File: config.mk
export PLATFORM = sky130hd
export DESIGN_NAME = serial_add_unit
export DESIGN_NICKNAME = d
export VERILOG_FILES = /design/src/rtl/serial_arith_pkg.sv /design/src/rtl/full_add_cell.sv /design/src/rtl/serial_add_unit.sv
export SDC_FILE = /design/constraint.sdc
export NUM_CORES = 1
export LEC_CHECK = 0
export CORE_MARGIN = 2
export CORE_UTILIZATION = 46
export DETAILED_ROUTE_END_ITERATION = 10
export PLACE_DENSITY = 0.75
export SETUP_SLACK_MARGIN = 0.02
export SKIP_LAST_GASP = 1
export SYNTH_ARGS = -nofsm -noshare
export SYNTH_HDL_FRONTEND = slang
export SYNTH_HIERARCHICAL = 1
export SYNTH_SLANG_ARGS = --single-unit
File: constraint.sdc
create_clock -name clk -period 1.25 [get_ports clk]
set_input_delay 0.25 -clock clk [delete_from_list [all_inputs] [get_ports clk]]
set_output_delay 0.25 -clock clk [all_outputs]
set_load 0.01 [all_outputs]
File: src/rtl/serial_arith_pkg.sv
// -----------------------------------------------------------------------------
// serial_arith_pkg
// Shared definitions for the lab's bit-serial arithmetic blocks.
//   DEFAULT_WIDTH : default operand/result width
//   ST_IDLE/ST_SHIFT/ST_DONE : state encodings shared by the serial units
//   state_t       : enumerated FSM state type built on those encodings
// -----------------------------------------------------------------------------
package serial_arith_pkg;

   localparam int DEFAULT_WIDTH = 8;

   localparam logic [1:0] ST_IDLE  = 2'd0;
   localparam logic [1:0] ST_SHIFT = 2'd1;
   localparam logic [1:0] ST_DONE  = 2'd2;

   typedef enum logic [1:0] {
      IDLE  = ST_IDLE,
      SHIFT = ST_SHIFT,
      DONE  = ST_DONE
   } state_t;

endpackage

File: src/rtl/full_add_cell.sv
// -----------------------------------------------------------------------------
// full_add_cell
// One-bit combinational full adder. Port names mirror the full-subtractor
// cell so both directions can be exercised by the same harness.
//   a, b  : addend bits
//   cin   : carry in
//   sum   : a ^ b ^ cin
//   cout  : majority(a, b, cin)
// -----------------------------------------------------------------------------
module full_add_cell (
   input  logic a,
   input  logic b,
   input  logic cin,
   output logic sum,
   output logic cout
);

   assign sum  = a ^ b ^ cin;
   assign cout = (a & b) | (a & cin) | (b & cin);

endmodule

File: src/rtl/serial_add_unit.sv
// -----------------------------------------------------------------------------
// serial_add_unit
// Bit-serial adder: sum_out = diff_in + sub_in + cin (mod 2^WIDTH), one bit per
// clock, LSB first, through a single full_add_cell and a carry flop. Used to
// rebuild the minuend from a subtractor's difference and subtrahend.
//   clk      : rising-edge clock
//   rst      : asynchronous active-high reset, aborts any operation
//   start    : request, only honoured in IDLE
//   diff_in  : first addend, captured on accepted start
//   sub_in   : second addend, captured on accepted start
//   cin      : carry in, captured on accepted start
//   busy     : high during the WIDTH processing cycles
//   done     : one-cycle pulse once sum_out/cout are valid
//   sum_out  : result, held until the next operation completes
//   cout     : carry out of the MSB, held with sum_out
// -----------------------------------------------------------------------------
module serial_add_unit
   import serial_arith_pkg::*;
#(
   parameter int WIDTH = DEFAULT_WIDTH
) (
   input  logic             clk,
   input  logic             rst,
   input  logic             start,
   input  logic [WIDTH-1:0] diff_in,
   input  logic [WIDTH-1:0] sub_in,
   input  logic             cin,
   output logic             busy,
   output logic             done,
   output logic [WIDTH-1:0] sum_out,
   output logic             cout
);

   localparam int               CNT_W = (WIDTH > 1) ? $clog2(WIDTH) : 1;
   localparam logic [CNT_W-1:0] LAST  = CNT_W'(WIDTH - 1);

   state_t             state_q;
   state_t             state_d;
   logic [WIDTH-1:0]   a_q;
   logic [WIDTH-1:0]   b_q;
   logic [WIDTH-1:0]   res_q;
   logic [WIDTH-1:0]   res_next;
   logic               c_q;
   logic [CNT_W-1:0]   cnt_q;
   logic               fa_s;
   logic               fa_c;

   full_add_cell u_fa (
      .a    (a_q[0]),
      .b    (b_q[0]),
      .cin  (c_q),
      .sum  (fa_s),
      .cout (fa_c)
   );

   // Result register after this cycle's bit enters at the MSB; on the last bit
   // this is the complete sum, so sum_out is loaded from it directly.
   assign res_next = {fa_s, res_q[WIDTH-1:1]};

   // State register
   always_ff @(posedge clk or posedge rst) begin
      if (rst) begin
         state_q <= IDLE;
      end else begin
         state_q <= state_d;
      end
   end

   // Next-state logic
   always_comb begin
      state_d = state_q;
      case (state_q)
         IDLE:    if (start) state_d = SHIFT;
         SHIFT:   if (cnt_q == LAST) state_d = DONE;
         DONE:    state_d = IDLE;
         default: state_d = IDLE;
      endcase
   end

   // Both flags decode the state register, so they carry no input path.
   assign busy = (state_q == SHIFT);
   assign done = (state_q == DONE);

   // Operand capture, serial datapath and result hold
   always_ff @(posedge clk or posedge rst) begin
      if (rst) begin
         a_q     <= '0;
         b_q     <= '0;
         res_q   <= '0;
         c_q     <= 1'b0;
         cnt_q   <= '0;
         sum_out <= '0;
         cout    <= 1'b0;
      end else begin
         case (state_q)
            IDLE: begin
               if (start) begin
                  a_q   <= diff_in;
                  b_q   <= sub_in;
                  c_q   <= cin;
                  cnt_q <= '0;
               end
            end
            SHIFT: begin
               a_q   <= a_q >> 1;
               b_q   <= b_q >> 1;
               res_q <= res_next;
               c_q   <= fa_c;
               cnt_q <= cnt_q + 1'b1;
               if (cnt_q == LAST) begin
                  sum_out <= res_next;
                  cout    <= fa_c;
               end
            end
            default: ;
         endcase
      end
   end

endmodule

==> results.yml <==
clock_network:
  path_clk_slew_ns: 0.12
  hold_buffers: 0
  cts_made_buffers: 5
  cts_tree: "done"
  insertion_delay_ns: 0.35
  cts.sinks: 38
  h-tree-depth: 2
  cts_root_buf: "clkbuf_4"
  cts_buffer_depth: 2
die:
  dieArea_sq_mm: 0.004063
  start_util: 0.4843
  dieWidth_microns: 63.74
  top_level_ports: 31
  dieHeight_microns: 63.74
  core_area_sq_mm: 0.003390
  rows: 21
yosys:
  syn_avg_cell_area_sq_um: 11.09
  ys_warn_count: 6
  synthCells: 148
  synth_nets: 171
  synth_seq_cells: 38
  netlist_area_sq_mm: 0.001642
  ys_types: 29
  yosysSeqAreaShare: 0.5793
global_route:
  gr-total-overflow: 0
  grt_start_max_net_pins: 39
  grt_pass1_vias: 1370
  antenna_found_initial: 0
  grt_usage: 0.1903
  grt_pass1_wl_microns: 5947
status:
  failed_checks: "negative setup slack"
  status: "finished with violations"
setup_path:
  start_kind: "flip-flop"
  crit_required_ns: 1.00
  cp.arrival_ns: 1.07
  worst-setup-path-type: "reg -> out"
  r2r_slack_ns: -0.06
  crit_fanout: 3
  timing.critical_path.to_type: "output port"
route:
  dr_total_vias: 1372
  ant_nets: 0
  drc: 0
  avgViaCountPerCell: 5.402
  drt-wirelength-per-cell_microns: 14.65
  drt-initial-drc-count: 78
  first_pass_iters: 4
  wirelength_microns: 3721
pwr:
  leakage_nw: 1.112
  vdd_ir_drop_max_mv: 1.377
  p_per_area_mw_per_mm2: 2341
placement:
  routabilityCongestion: 0.8123
  dpl.cell_count: 233
  io_buffers: 30
  hpwl_microns: 2368
  dp_slack_ns: -0.3086
  placed_area_sq_mm: 0.002156
cells_and_area:
  fillCellCount: 242
  area_growth_syn_to_layout_pct: 44.13
  instances_no_fill: 254
  diodes: 0
  fin_nets: 230
  final_area_sq_mm: 0.002366
  drive_gt1_frac: 0.3606
  layout_common_cells: "dfrtp_1 (38), buf_4 (26), nand2_1 (22)"
  utilization: 0.6980
  mostFrequentLayoutCell: "dfrtp_1"
sta:
  layout_min_cycle_time_ns: 1.322
  max_freq_ghz: 0.7563
  tightestPinTransition_ns: 0.3176
  setup_viol: 14
  finalHoldViolCount: 0
  rsz0062_at_grt: "true"
  finalCritPeriodShare: 1.058
  max_slew_margin: 0.7876
  skew_ns: 0.01088
  setup_ws_ns: -0.07223
  maxSlewViolCount: 0
flow_run:
  max-cap-violations: 0
worst_hold_path:
  hold_class: "in -> async"
-- layer usage --
metal  vias up  part of all wire  GRT usage
met3         9             0.039    0.04930
met4         0             0.017    0.06793
li1        649                 -          -
met5         -                 0          0
met2        40              0.51     0.3289
met1       674              0.43     0.2295
-- report_power, final --
group	switching, W	internal (W)
clock	0.000430	0.000419
combinational	0.00113	0.00138
sequential	0.000397	0.00178
-- registers in the layout (all words and copies together), names as in the netlist --
name and cells:
c_q 1, res_q 7, cout 1, state_q 2, cnt_q 3, a_q 8
b_q 8, sum_out 8
-- worst paths after layout --
check,endpoint,from,depth (start not counted)
min,res_q[5],rst,3
min reg2reg,res_q[1],res_q[1],2
max in group asynchronous,sum_out[1],rst,3
max,done,state_q[0],2
min in group clk,a_q[7],diff_in[7],2
max reg2reg,sum_out[7],cnt_q[0],4
-- area by class of cell --
type | instances | area (sq um) | area share
clock buffers | 5 | 37.54 | 0.01586
clock inverters | 3 | 45.04 | 0.01904
inverters | 6 | 25.02 | 0.01058
multi-input cells | 95 | 734.5 | 0.3104
flip-flops and latches | 38 | 950.9 | 0.4019
well taps | 46 | 57.56 | 0.02433
repair buffers | 61 | 515.5 | 0.2179
-- cell usage after synthesis --
cell type,number,area (sq um)
nand2_4,1,11.26
inv_2,1,3.750
a211oi_1,1,7.510
clkbuf_1,1,3.750
or4b_1,1,10.01
buf_1,1,3.750
buf_2,6,30.03
buf_4,1,7.510
a21oi_1,14,70.07
o221a_2,1,11.26
dfrtp_1,38,950.9
o22a_1,1,8.760
nor2_1,5,18.77
nor3_1,1,5.000
fa_1,1,20.02
nor4b_1,1,8.760
nand2_1,22,82.58
nand2b_4,1,13.76
mux2_2,9,101.4
ha_1,2,25.02
nor3b_1,1,7.510
buf_6,1,11.26
o21ai_0,1,5.000
nand2b_1,1,6.260
o22ai_1,24,150.1
o21bai_1,1,7.510
inv_1,5,18.77
a22o_1,4,35.03
nor2b_1,1,6.260
-- stage by stage --
| stage | hold slack [ns] | setup TNS, ns | total power (W) |
|---|---|---|---|
| 3_3_place_gp | 0.4594 | -4.379 | 0.004346 |
| 6_report | 0.2382 | -0.6258 | 0.005539 |
| 5_1_grt | 0.2501 | -1.188 | 0.005925 |
| 2_1_floorplan | 0.3827 | -0.05623 | 0.003585 |
| 4_1_cts | 0.2440 | -0.6396 | 0.005448 |
| 3_5_place_dp | 0.4882 | -5.035 | 0.004467 |
-- logic make-up after synthesis --
family	synth area share
adders and majority gates	0.02744
AOI/OAI and AO/OA	0.1799
DFF	0.5793
and+or+nand+nor	0.1037
buffers and inverters	0.04801
muxes	0.06174
-- what timing repair did --
action	CTS	global route
buffers inserted	9	2
pin swaps	2	5
resized for setup	45	16
endpoints found under the setup margin	24	30
gates cloned	1	1
-- critical path: stages, from the launching register on --
cell	delay [ns]
dfrtp_1	0.44
nor2_1	0.14
buf_2	0.15
(Power assumes the default switching activity.)
